===== config.mk =====
export PLATFORM = sky130hd
export DESIGN_NAME = point_mul_dna
export DESIGN_NICKNAME = d
export VERILOG_FILES = /design/src/rtl/point_mul_dna.sv
export SDC_FILE = /design/constraint.sdc
export NUM_CORES = 2
export LEC_CHECK = 0
export BUFFER_PORTS_ARGS = -buffer_cell sky130_fd_sc_hd__clkbuf_2
export CORE_MARGIN = 10
export CORE_UTILIZATION = 68
export CTS_CLUSTER_DIAMETER = 150
export CTS_CLUSTER_SIZE = 28
export DETAILED_ROUTE_END_ITERATION = 7
export PLACE_DENSITY = 0.86
export SLEW_MARGIN = 40
export SYNTH_ARGS = -nofsm -noshare
export SYNTH_HDL_FRONTEND = slang
export SYNTH_SLANG_ARGS = --single-unit
export TNS_END_PERCENT = 20

===== constraint.sdc =====
create_clock -name clk -period 34.1 [get_ports clk]
set_input_delay 6.82 -clock clk [delete_from_list [all_inputs] [get_ports clk]]
set_output_delay 6.82 -clock clk [all_outputs]
set_load 0.05 [all_outputs]

===== src/rtl/point_mul_dna.sv =====
`default_nettype none
// ============================================================================
// Module   : point_mul_dna (with point_mul_dna_pkg, ec_slope_core,
//            point_double, point_add)
// Brief    : MSB-first double-and-add scalar multiplier k*P on
//            y^2 = x^3 + A*x over GF(CURVE_P), affine coordinates.
// Revision : 1.0 - initial release
// ============================================================================

package point_mul_dna_pkg;
    localparam int P_WIDTH = 8;
    localparam logic [P_WIDTH-1:0] CURVE_P = P_WIDTH'(211);
    localparam logic [P_WIDTH-1:0] CURVE_A = P_WIDTH'(1);

    typedef struct packed {
        logic [P_WIDTH-1:0] x;
        logic [P_WIDTH-1:0] y;
    } curve_point_t;

    function automatic logic [P_WIDTH-1:0] f_mul(input logic [P_WIDTH-1:0] a,
                                                 input logic [P_WIDTH-1:0] b);
        logic [2*P_WIDTH-1:0] w_prod;
        logic [2*P_WIDTH-1:0] w_rem;
        w_prod = {{P_WIDTH{1'b0}}, a} * {{P_WIDTH{1'b0}}, b};
        w_rem  = w_prod % {{P_WIDTH{1'b0}}, CURVE_P};
        return w_rem[P_WIDTH-1:0];
    endfunction

    function automatic logic [P_WIDTH-1:0] f_add(input logic [P_WIDTH-1:0] a,
                                                 input logic [P_WIDTH-1:0] b);
        logic [P_WIDTH:0] w_s;
        w_s = {1'b0, a} + {1'b0, b};
        if (w_s >= {1'b0, CURVE_P})
            w_s = w_s - {1'b0, CURVE_P};
        return w_s[P_WIDTH-1:0];
    endfunction

    function automatic logic [P_WIDTH-1:0] f_sub(input logic [P_WIDTH-1:0] a,
                                                 input logic [P_WIDTH-1:0] b);
        if (a >= b)
            return a - b;
        else
            return a + (CURVE_P - b);
    endfunction
endpackage

// Shared slope engine: lambda = num/den via Fermat inversion, then the
// affine result x3 = l^2 - x1 - x2, y3 = l*(x1 - x3) - y1.
module ec_slope_core
    import point_mul_dna_pkg::*;
(
    input  logic               clk,
    input  logic               Reset,
    input  logic [P_WIDTH-1:0] i_num,
    input  logic [P_WIDTH-1:0] i_den,
    input  logic [P_WIDTH-1:0] i_x1,
    input  logic [P_WIDTH-1:0] i_y1,
    input  logic [P_WIDTH-1:0] i_x2,
    output curve_point_t       R,
    output logic               Done
);
    localparam logic [P_WIDTH-1:0] c_INV_EXP = CURVE_P - P_WIDTH'(2);
    localparam int c_BW = $clog2(P_WIDTH);

    typedef enum logic [2:0] {S_EXP, S_LAM, S_X3, S_Y3, S_DONE} state_t;

    state_t             r_state;
    state_t             w_next;
    logic [c_BW-1:0]    r_bit;
    logic [P_WIDTH-1:0] r_num, r_den, r_x1, r_y1, r_x2;
    logic [P_WIDTH-1:0] r_acc, r_lam, r_x3;
    curve_point_t       r_res;
    logic               r_done;
    logic [P_WIDTH-1:0] w_sq;

    assign w_sq = f_mul(r_acc, r_acc);
    assign R    = r_res;
    assign Done = r_done;

    always_comb begin
        w_next = r_state;
        case (r_state)
            S_EXP:   if (r_bit == '0) w_next = S_LAM;
            S_LAM:   w_next = S_X3;
            S_X3:    w_next = S_Y3;
            S_Y3:    w_next = S_DONE;
            default: w_next = S_DONE;
        endcase
    end

    // Reset doubles as the launch strobe: operands are captured here.
    always_ff @(posedge clk) begin
        if (Reset) begin
            r_state <= S_EXP;
            r_bit   <= c_BW'(P_WIDTH - 1);
            r_acc   <= P_WIDTH'(1);
            r_num   <= i_num;
            r_den   <= i_den;
            r_x1    <= i_x1;
            r_y1    <= i_y1;
            r_x2    <= i_x2;
            r_lam   <= '0;
            r_x3    <= '0;
            r_res   <= '0;
            r_done  <= 1'b0;
        end else begin
            r_state <= w_next;
            case (r_state)
                S_EXP: begin
                    r_acc <= c_INV_EXP[r_bit] ? f_mul(w_sq, r_den) : w_sq;
                    r_bit <= r_bit - c_BW'(1);
                end
                S_LAM: r_lam <= f_mul(r_num, r_acc);
                S_X3:  r_x3  <= f_sub(f_sub(f_mul(r_lam, r_lam), r_x1), r_x2);
                S_Y3: begin
                    r_res.x <= r_x3;
                    r_res.y <= f_sub(f_mul(r_lam, f_sub(r_x1, r_x3)), r_y1);
                    r_done  <= 1'b1;
                end
                default: ;
            endcase
        end
    end
endmodule

module point_double
    import point_mul_dna_pkg::*;
(
    input  logic         clk,
    input  logic         Reset,
    input  curve_point_t P,
    output curve_point_t R,
    output logic         Done
);
    logic [P_WIDTH-1:0] w_xx;
    logic [P_WIDTH-1:0] w_num;
    logic [P_WIDTH-1:0] w_den;

    assign w_xx  = f_mul(P.x, P.x);
    assign w_num = f_add(f_add(f_add(w_xx, w_xx), w_xx), CURVE_A);
    assign w_den = f_add(P.y, P.y);

    ec_slope_core u_core (
        .clk   (clk),
        .Reset (Reset),
        .i_num (w_num),
        .i_den (w_den),
        .i_x1  (P.x),
        .i_y1  (P.y),
        .i_x2  (P.x),
        .R     (R),
        .Done  (Done)
    );
endmodule

module point_add
    import point_mul_dna_pkg::*;
(
    input  logic         clk,
    input  logic         Reset,
    input  curve_point_t P,
    input  curve_point_t Q,
    output curve_point_t R,
    output logic         Done
);
    ec_slope_core u_core (
        .clk   (clk),
        .Reset (Reset),
        .i_num (f_sub(Q.y, P.y)),
        .i_den (f_sub(Q.x, P.x)),
        .i_x1  (P.x),
        .i_y1  (P.y),
        .i_x2  (Q.x),
        .R     (R),
        .Done  (Done)
    );
endmodule

module point_mul_dna
    import point_mul_dna_pkg::*;
#(
    parameter int K_WIDTH = P_WIDTH
) (
    input  logic                       clk,
    input  logic                       Reset,
    input  logic                       start,
    input  curve_point_t               P,
    input  logic [K_WIDTH-1:0]         k,
    output logic                       busy,
    output logic                       done,
    output curve_point_t               R,
    output logic                       R_inf,
    output logic [$clog2(K_WIDTH):0]   dbl_count,
    output logic [$clog2(K_WIDTH):0]   add_count
);
    localparam int c_IW = $clog2(K_WIDTH);
    localparam int c_CW = $clog2(K_WIDTH) + 1;

    typedef enum logic [2:0] {
        IDLE, SCAN, DBL_START, DBL_WAIT, ADD_START, ADD_WAIT, NEXT, FINISH
    } state_t;

    state_t            r_state;
    state_t            w_next;
    curve_point_t      r_p;
    logic [K_WIDTH-1:0] r_k;
    logic [c_IW-1:0]   r_i;
    curve_point_t      r_acc;
    logic              r_zero;
    curve_point_t      r_res;
    logic              r_rinf;
    logic              r_busy;
    logic              r_done;
    logic [c_CW-1:0]   r_dbl;
    logic [c_CW-1:0]   r_add;

    logic              w_dbl_rst;
    logic              w_add_rst;
    logic              w_dbl_done;
    logic              w_add_done;
    curve_point_t      w_dbl_r;
    curve_point_t      w_add_r;

    point_double u_dbl (
        .clk   (clk),
        .Reset (w_dbl_rst),
        .P     (r_acc),
        .R     (w_dbl_r),
        .Done  (w_dbl_done)
    );

    point_add u_add (
        .clk   (clk),
        .Reset (w_add_rst),
        .P     (r_acc),
        .Q     (r_p),
        .R     (w_add_r),
        .Done  (w_add_done)
    );

    always_comb begin
        w_next    = r_state;
        w_dbl_rst = Reset || (r_state == DBL_START);
        w_add_rst = Reset || (r_state == ADD_START);
        case (r_state)
            IDLE:      if (start) w_next = (k == '0) ? FINISH : SCAN;
            SCAN:      if (r_k[r_i]) w_next = NEXT;
            NEXT:      w_next = (r_i == '0) ? FINISH : DBL_START;
            DBL_START: w_next = DBL_WAIT;
            DBL_WAIT:  if (w_dbl_done) w_next = r_k[r_i] ? ADD_START : NEXT;
            ADD_START: w_next = ADD_WAIT;
            ADD_WAIT:  if (w_add_done) w_next = NEXT;
            FINISH:    w_next = IDLE;
            default:   w_next = IDLE;
        endcase
    end

    always_ff @(posedge clk) begin
        if (Reset) begin
            r_state <= IDLE;
            r_p     <= '0;
            r_k     <= '0;
            r_i     <= '0;
            r_acc   <= '0;
            r_zero  <= 1'b0;
            r_res   <= '0;
            r_rinf  <= 1'b0;
            r_busy  <= 1'b0;
            r_done  <= 1'b0;
            r_dbl   <= '0;
            r_add   <= '0;
        end else begin
            r_state <= w_next;
            case (r_state)
                IDLE: if (start) begin
                    r_p    <= P;
                    r_k    <= k;
                    r_i    <= c_IW'(K_WIDTH - 1);
                    r_zero <= (k == '0);
                    r_busy <= 1'b1;
                    r_done <= 1'b0;
                    r_dbl  <= '0;
                    r_add  <= '0;
                end
                // Leading zeros are skipped; the first set bit seeds acc with P.
                SCAN: begin
                    if (r_k[r_i])
                        r_acc <= r_p;
                    else
                        r_i <= r_i - c_IW'(1);
                end
                NEXT: if (r_i != '0) r_i <= r_i - c_IW'(1);
                DBL_WAIT: if (w_dbl_done) begin
                    r_acc <= w_dbl_r;
                    r_dbl <= r_dbl + c_CW'(1);
                end
                ADD_WAIT: if (w_add_done) begin
                    r_acc <= w_add_r;
                    r_add <= r_add + c_CW'(1);
                end
                FINISH: begin
                    r_res  <= r_zero ? '0 : r_acc;
                    r_rinf <= r_zero;
                    r_done <= 1'b1;
                    r_busy <= 1'b0;
                end
                default: ;
            endcase
        end
    end

    assign busy      = r_busy;
    assign done      = r_done;
    assign R         = r_res;
    assign R_inf     = r_rinf;
    assign dbl_count = r_dbl;
    assign add_count = r_add;
endmodule

`default_nettype wire

==> out/results.ini <==
[detailed_routing]
drt_pre_antenna_iters = 8
via_count = 67655
drtIter0Drc = 5897
avgRoutedWirePerCell_um = 17.18
drtAntennaViolNets = 0
wl_um = 177500
drc_errors = 0
via_per_inst = 6.549

[floorplanning]
die_y_um = 336.7
initial_core_util_pct = 68.30
chipWidth_um = 336.7
core_mm2 = 0.09986
io-pin-count = 54
rows = 116
die_area_mm2 = 0.1134

[grt]
grt_overflow = 0
grt_max_degree = 79
grt_pass1_wl_um = 298600
grt_pass1_vias = 63511
grt_usage_pct = 29.88
antenna_found_initial = 0

[critical_path]
reg2regPathDepth = 111
r2r_start = u_dbl.u_core.r_acc[5]$_SDFFE_PN0P_
worstSetupStartpointType = register
crit_path_end_kind = register
crit_arrival_ps = 31720
worstPathRequired_ps = 34510
critical_path_class = register to register
slowest_stage = dfxtp_1
worstPathMaxFanout = 20
cp_slowest_stage_delay_ps = 730
reg2reg_setup_slack_ps = 2790
r2r-end = u_dbl.u_core.r_acc[1]$_SDFFE_PN0P_

[timing]
fin_setup_tns_ps = 0
max_slew_margin_pct = 43.03
worst_slew_pin_slew_ps = 853.4
clock.fmax_mhz = 31.94
rsz0062_at_grt = no
setup_viol = 0
hold_ws_ps = 461.0
post-route-period-util_pct = 91.82
hold_violations = 0
drv_slew = 0
min_period_ps = 31310
skew_ps = 40.07

[yosys]
synth_edf_count = 71
synth_nets = 10224
synth_cells = 9230
yosysTopAreaCell = fa_1
yosysTopAreaCellShare_pct = 11.33
mappedNetlistArea_mm2 = 0.06821
seq_area_frac_synth_pct = 8.116
avgSynthCellArea_um2 = 7.390
yosys_most_used_dff = dfxtp_1
yosys_register_bits = 241
synth_area_leaders = fa_1, ha_1, xnor2_1
synth-async-reset-ratio_pct = 0
yosys_warnings = 0
synth.distinct_cells = 156

[finish]
diodes = 0
final_common_cell = nand2_1
final_cell_mix = nand2_1, inv_1, nor2_1
area_delta_synth_final_pct = 2.304
postLayoutCellArea_mm2 = 0.06978
layoutNonFillerInstCount = 10331
num-nets-final = 10020
drive_gt1_share_pct = 5.746
fill_cells = 8225

[job]
drv_cap = 0

[clock_tree]
clock_latency_ps = 560
cts_buffers = 13
cts_setup_buffers = 0
cts_tree = built
cts.sinks = 241
htreeDepth = 1
root_buffer = clkbuf_16
clk_pin_slew_ps = 110
cts_buffer_depth = 3

[hold_path]
hold_path_class = register to register
worstHoldEndpoint = r_k[1]$_SDFFE_PP0P_
min-delay-start = r_k[1]$_SDFFE_PP0P_
hold_depth = 2

[placement]
place_area_mm2 = 0.06917
port_buffers = 53
place_congestion = 0.9462
numPlacedInstances = 10308
detailed_place_hpwl_um = 140100

[outcome]
run_status = finished, final reports clean

[layout make-up]
type | count | area, um^2 | area share, %
multi-input cells | 7851 | 58550 | 83.92
flip-flops and latches | 241 | 5544 | 7.945
inverters | 831 | 3119 | 4.470
well taps | 1298 | 1624 | 2.328
repair buffers | 88 | 536.8 | 0.7693
clock buffers | 18 | 344.1 | 0.4931
clock inverters | 4 | 53.80 | 0.07711
[layer usage]
layer / part of all wire [%] / track usage, % / vias to the layer above / routed length [um]
li1: - / - / 32665 / -
met2: 47 / 51.57 / 2513 / 84300
met4: 2.5 / 7.998 / 0 / 4366
met3: 7.1 / 2.824 / 327 / 12540
met5: 0 / 0 / - / 0
met1: 43 / 39.59 / 32150 / 76290
[worst max path at each step]
stage               depth (start not counted)                                from  slack [ps]                                 end
finish                                    111  u_dbl.u_core.r_acc[5]$_SDFFE_PN0P_        2790  u_dbl.u_core.r_acc[1]$_SDFFE_PN0P_
global route                              112  u_dbl.u_core.r_acc[3]$_SDFFE_PN0P_         190  u_dbl.u_core.r_acc[1]$_SDFFE_PN0P_
CTS                                       110  u_dbl.u_core.r_acc[0]$_SDFFE_PN1P_        2710  u_dbl.u_core.r_acc[1]$_SDFFE_PN0P_
detailed placement                        110  u_dbl.u_core.r_acc[0]$_SDFFE_PN1P_        2810  u_dbl.u_core.r_acc[1]$_SDFFE_PN0P_
global placement                          111  u_dbl.u_core.r_acc[1]$_SDFFE_PN0P_        3620  u_dbl.u_core.r_acc[1]$_SDFFE_PN0P_
floorplan                                 126  u_dbl.u_core.r_acc[7]$_SDFFE_PN0P_        7040  u_dbl.u_core.r_acc[1]$_SDFFE_PN0P_
[worst max-delay path, delay by kind of cell, from the launching register on]
family          cells  cell delay [ps]
simple gates       26             6330
buf+inv             9              610
mux                 5             1620
fa+ha+maj          14             6050
compound gates     53            14460
flops               1              730
xor+xnor            4             1310
[cells in the mapped netlist, types with 170 or more instances]
| library cell | n |
|---|---|
| nand2_1 | 925 |
| inv_1 | 819 |
| nor2_1 | 762 |
| a21oi_1 | 618 |
| ha_1 | 581 |
| xnor2_1 | 511 |
| o21ai_0 | 407 |
| and2_1 | 389 |
| fa_1 | 386 |
| nor3_1 | 260 |
| clkbuf_1 | 227 |
| nand3_1 | 222 |
| xor2_1 | 188 |
| dfxtp_1 | 170 |
[metrics by stage]
stage | util (%) | worst slack, ps
after CTS | 69.67 | 2711
after detailed placement | 69.27 | 2807
final | 69.88 | 2791
after global placement | 69.17 | 3621
after floorplan | - | 7037
after global routing | 69.88 | 188.2
[logic make-up (layout without fill, tap and decap cells)]
logic type	Yosys count	after routing	share of synthesized area, %
and+or+nand+nor	3338	3338	24.13
AOI/OAI and AO/OA	2630	2630	26.84
buffers and inverters	1138	941	6.501
adders and majority gates	984	984	22.24
xor gates and xnor gates	709	709	9.214
DFF	241	241	8.116
muxes	190	190	2.961
[registers in the layout (all words and copies together), names as in the netlist, 16 cells and up, named ones only]
name and flops:
R 16, u_dbl.u_core.R 16, r_acc 16, r_p 16
u_add.u_core.R 16
[timing repair]
item	CTS	global route
endpoints found under the setup margin	0	1
hold buffers	0	0
gates resized for setup	0	3
Power is not shown: default switching activity piles up to over one toggle a cycle in this logic, so the estimate is an artifact.
